`src/rtl/muldiv_ctrl.sv`:
```
// RV32M issue/handshake controller in front of an iterative multiplier/divider.
// Latches operands, short-circuits trivial ops, and handles flush and backpressure.
module muldiv_ctrl #(
    parameter int unsigned SHORTCUT_EN = 1
) (
    input  logic        i_clk_n,
    input  logic        i_rst_n,
    input  logic        i_valid,
    output logic        o_ready,
    input  logic [31:0] i_a,
    input  logic [31:0] i_b,
    input  logic [2:0]  i_funct3,
    input  logic        i_kill,
    output logic        o_valid,
    input  logic        i_ready,
    output logic [31:0] o_result,
    output logic [31:0] o_md_a,
    output logic [31:0] o_md_b,
    output logic [2:0]  o_md_funct3,
    output logic        o_md_en,
    input  logic [31:0] i_md_result,
    input  logic        i_md_busy
);

    typedef enum logic [2:0] {
        IDLE  = 3'd0,
        ISSUE = 3'd1,
        WAIT  = 3'd2,
        DONE  = 3'd3,
        DRAIN = 3'd4
    } state_e;

    state_e      state_q, state_d;
    logic [31:0] result_q, result_d;
    logic [31:0] md_a_q, md_a_d;
    logic [31:0] md_b_q, md_b_d;
    logic [2:0]  md_funct3_q, md_funct3_d;

    logic        accept;
    logic        sc_hit;
    logic [31:0] sc_val;
    logic        b_zero;
    logic        div_ovf;

    assign o_ready     = (state_q == IDLE) && !i_kill && !i_md_busy;
    assign accept      = i_valid && o_ready;
    assign o_result    = result_q;
    assign o_md_a      = md_a_q;
    assign o_md_b      = md_b_q;
    assign o_md_funct3 = md_funct3_q;

    assign b_zero  = (i_b == '0);
    assign div_ovf = (i_a == 32'h8000_0000) && (i_b == '1);

    // Results that are known from the operands alone never reach the unit.
    always_comb begin
        sc_hit = 1'b0;
        sc_val = '0;
        if (SHORTCUT_EN != 0) begin
            case (i_funct3)
                3'b000, 3'b001, 3'b010, 3'b011: begin
                    if ((i_a == '0) || b_zero) begin
                        sc_hit = 1'b1;
                        sc_val = '0;
                    end
                end
                3'b100: begin
                    if (b_zero) begin
                        sc_hit = 1'b1;
                        sc_val = '1;
                    end else if (div_ovf) begin
                        sc_hit = 1'b1;
                        sc_val = 32'h8000_0000;
                    end
                end
                3'b101: begin
                    if (b_zero) begin
                        sc_hit = 1'b1;
                        sc_val = '1;
                    end
                end
                3'b110: begin
                    if (b_zero) begin
                        sc_hit = 1'b1;
                        sc_val = i_a;
                    end else if (div_ovf) begin
                        sc_hit = 1'b1;
                        sc_val = '0;
                    end
                end
                default: begin
                    if (b_zero) begin
                        sc_hit = 1'b1;
                        sc_val = i_a;
                    end
                end
            endcase
        end
    end

    always_comb begin
        state_d     = state_q;
        result_d    = result_q;
        md_a_d      = md_a_q;
        md_b_d      = md_b_q;
        md_funct3_d = md_funct3_q;
        o_md_en     = 1'b0;
        o_valid     = 1'b0;
        case (state_q)
            IDLE: begin
                if (accept) begin
                    md_a_d      = i_a;
                    md_b_d      = i_b;
                    md_funct3_d = i_funct3;
                    if (sc_hit) begin
                        result_d = sc_val;
                        state_d  = DONE;
                    end else begin
                        state_d  = ISSUE;
                    end
                end
            end
            ISSUE: begin
                if (i_kill) begin
                    state_d = IDLE;
                end else begin
                    o_md_en = 1'b1;
                    state_d = WAIT;
                end
            end
            WAIT: begin
                if (i_kill) begin
                    state_d = DRAIN;
                end else if (!i_md_busy) begin
                    result_d = i_md_result;
                    state_d  = DONE;
                end
            end
            DONE: begin
                // Kill hides the result this cycle so no handshake can complete.
                o_valid = !i_kill;
                if (i_kill || i_ready) begin
                    state_d = IDLE;
                end
            end
            DRAIN: begin
                if (!i_md_busy) begin
                    state_d = IDLE;
                end
            end
            default: state_d = IDLE;
        endcase
    end

    always_ff @(posedge i_clk_n or negedge i_rst_n) begin
        if (!i_rst_n) begin
            state_q     <= IDLE;
            result_q    <= '0;
            md_a_q      <= '0;
            md_b_q      <= '0;
            md_funct3_q <= '0;
        end else begin
            state_q     <= state_d;
            result_q    <= result_d;
            md_a_q      <= md_a_d;
            md_b_q      <= md_b_d;
            md_funct3_q <= md_funct3_d;
        end
    end

endmodule

```
`config.mk`:
```
export PLATFORM = sky130hd
export DESIGN_NAME = muldiv_ctrl
export DESIGN_NICKNAME = d
export VERILOG_FILES = /design/src/rtl/muldiv_ctrl.sv
export SDC_FILE = /design/constraint.sdc
export NUM_CORES = 1
export LEC_CHECK = 0
export BUFFER_PORTS_ARGS = -buffer_cell sky130_fd_sc_hd__buf_2
export CAP_MARGIN = 20
export CORE_MARGIN = 5
export CORE_UTILIZATION = 35
export DETAILED_ROUTE_END_ITERATION = 10
export PLACE_DENSITY = 0.69
export SLEW_MARGIN = 15
export SYNTH_ARGS = -nofsm -noshare
export SYNTH_HDL_FRONTEND = slang
export SYNTH_SLANG_ARGS = --single-unit
```
`constraint.sdc`:
```
create_clock -name i_clk_n -period 2.98 [get_ports i_clk_n]
set_clock_uncertainty 0.1 [all_clocks]
set_input_delay 0.596 -clock i_clk_n [delete_from_list [all_inputs] [get_ports i_clk_n]]
set_output_delay 0.596 -clock i_clk_n [all_outputs]
set_load 0.01 [all_outputs]
```
==> impl_metrics.toml <==
[clocking]
post_cts_resized = 0
cts_sinks = 102
path_clk_slew_ns = 0.06
cts_buffers = 9
cts_tree = "built"
clock_path_buffers = 2
cts_setup_buffers = 0
htreeDepth = 3
cts_root_buf = "clkbuf_16"
hold_buffers = 0
clock_latency_ns = 0.34

[job]
drv_cap = 0

[layout]
final_cell_mix = "buf_2 (205), dfrtp_1 (102), mux2_2 (66)"
area_growth_pct = 34.7
n_antenna_cell = 0
fin_nets = 682
final_area_sq_mm = 0.00645
final_common_cell = "buf_2"
drive_gt1_frac = 0.598
final_util = 0.483
layoutNonFillerInstCount = 755
fill_cells = 1264

[synthesis]
yosys.area.top_type = "dfrtp_1"
ys_seq_elements = 102
ys_seq_area_frac = 0.533
synth_top_area_frac = 0.533
netlist_instances = 359
syn_nets = 464
synth.avg_cell_area_sq_um = 13.3
yosysUniqueCellTypes = 33
synthTopCellsByArea = "dfrtp_1 (53%), mux2_2 (16%), mux2_4 (9.4%)"
synthesis.area_sq_mm = 0.00479
ys_warn_count = 0

[critical_path]
cp.arrival_ns = 2.95
end_kind = "flop"
start_kind = "input pin"
cp_common_cell = "buf_4"
crit_family = "simple AND/OR/NAND/NOR gates"
reg2regPathDepth = 6
worstReg2RegEnd = "o_result[29]"
required_ns = 3.11
r2r_setup_slack_ns = 0.51
crit_fanout = 8
max_stage_delay_ns = 0.57
r2r_start = "state_q[2]"
crit_path_cell_trace = "buf_2, nor4_1, buf_4, nand4_1, nor3_4, a211oi_1, a2111o_2, buf_4, mux2_4"
cp_slowest_cell = "a2111o_2"
crit_buf_inv = 3
crit_type = "input pin to flop"

[power]
p_leak_nw = 3.30
netSwitchingFraction = 0.318
p_seq_frac = 0.426
switching_power_mw = 1.62
power_mw = 5.09
p_clk_frac = 0.225
ir_worst_vdd_mv = 0.414
p_int_mw = 3.48
power.density_mw_per_mm2 = 790
pwr-share-comb = 0.349

[timing]
maxSlewViolCount = 0
min_period_ns = 2.83
setup_viol = 0
fin_ws_ns = 0.155
hold_viol = 0
finalSetupTns_ns = 0
rsz0062_at_grt = "false"
tightest_slew_ns = 0.610
clock.fmax_ghz = 0.354
fin_crit_sh = 0.948
timing.hold.ws_ns = 0.156
maxSlewHeadroom = 0.593

[die]
core-area_sq_mm = 0.0133
io_pins = 207
start_util = 0.359
die_area_sq_mm = 0.0161
die_w_um = 127
rows = 42
die_h_um = 127

[placement]
place_ws_ns = -0.252
dpl-instance-area_sq_mm = 0.00617
dp.cells = 742
numPortBuffers = 206
place.gp.congestion = 0.889
place_hpwl_mm = 10.8

[detailed_routing]
drt_iter0_drc = 188
ant_nets = 0
routedWlPerCell_um = 18.4
wirelength_mm = 13.9
vias = 3823
firstDrtPassIters = 4
via_per_inst = 5.06
drcViolationCount = 0

[min_path]
hold_class = "input pin to asynchronous set/reset pin"

[grt]
grt_use_total = 0.174
grt_max_degree = 58
grt_pass1_wl_mm = 21.9
grt_pass1_vias = 4068
grt_overflow = 0
antenna_found_initial = 0

[outcome]
status = "finished, final reports clean"
## power by group through the flow
stage / clock (mW) / sequential, mW / combinational (mW)
5_1_grt: 1.24 / 2.24 / 1.93
4_1_cts: 1.18 / 2.17 / 1.81
3_5_place_dp: 0 / 2.19 / 1.81
3_3_place_gp: 0 / 2.16 / 1.78
6_report: 1.15 / 2.17 / 1.78
2_1_floorplan: 0 / 2.38 / 0.771
## sequential cells by signal, summed over array words and instances, names as in the netlist
name and flops:
o_md_a 32, o_md_b 32, o_md_funct3 3, o_result 32
state_q 3
## how the worst max path moves through the flow
stage / cells after the start / end / slack, ns / start
final: 9 / o_result[29] / 0.15 / i_a[19]
after global routing: 9 / o_result[29] / 0.05 / i_a[19]
after CTS: 9 / o_result[29] / 0.1 / i_a[19]
after detailed placement: 9 / o_result[29] / -0.25 / i_a[19]
after global placement: 9 / o_result[29] / -0.19 / i_a[19]
after floorplan: 7 / o_result[0] / 0.26 / i_funct3[0]
## worst register-to-register path: stages (launching register included)
cell      delay, ns
dfrtp_1        0.48
nor2_1         0.15
nor4b_1        0.39
a21oi_1        0.14
a2111o_2       0.55
buf_4          0.23
mux2_4         0.31
## cell usage after synthesis, drive strengths merged
library cell    n
dfrtp         102
mux2           98
nand2b         32
a22o           31
nor4           15
buf            12
clkbuf         12
nand4          10
nand2           9
nor2            8
nor3            5
a21oi           3
o21ai           3
a31oi           2
nand3           2
nor3b           2
nor4b           2
a2111o          1
a211oi          1
a221oi          1
a32oi           1
and3            1
inv             1
nand4b          1
o22a            1
o31ai           1
or2             1
or4             1
## cell type report
type,instances,area (sq um),area share
inverter,1,3.75,0.000582
multi-input combinational,232,2120,0.329
clock inverter,2,35.0,0.00543
tap,176,220,0.0341
timing repair buffer,231,1270,0.197
sequential,102,2550,0.396
clock buffer,11,243,0.0376
## kinds of logic (layout without fill, tap and decap cells)
| logic type | count (synthesis) | after routing | share of synthesized area |
|---|---|---|---|
| buffers and inverters | 25 | 245 | 0.0243 |
| DFF | 102 | 102 | 0.533 |
| AOI/OAI and AO/OA | 45 | 45 | 0.0765 |
| muxes | 98 | 98 | 0.254 |
| and+or+nand+nor | 89 | 89 | 0.112 |
## per-layer routing
metal  vias up  share of wire  global-route usage
met2       158           0.47               0.279
met4         0          0.022              0.0656
met1      1882           0.42               0.220
met3        21          0.085              0.0551
li1       1762              -                   -
met5         -              0                   0
Note: power is estimated with default switching activity, not from simulation.
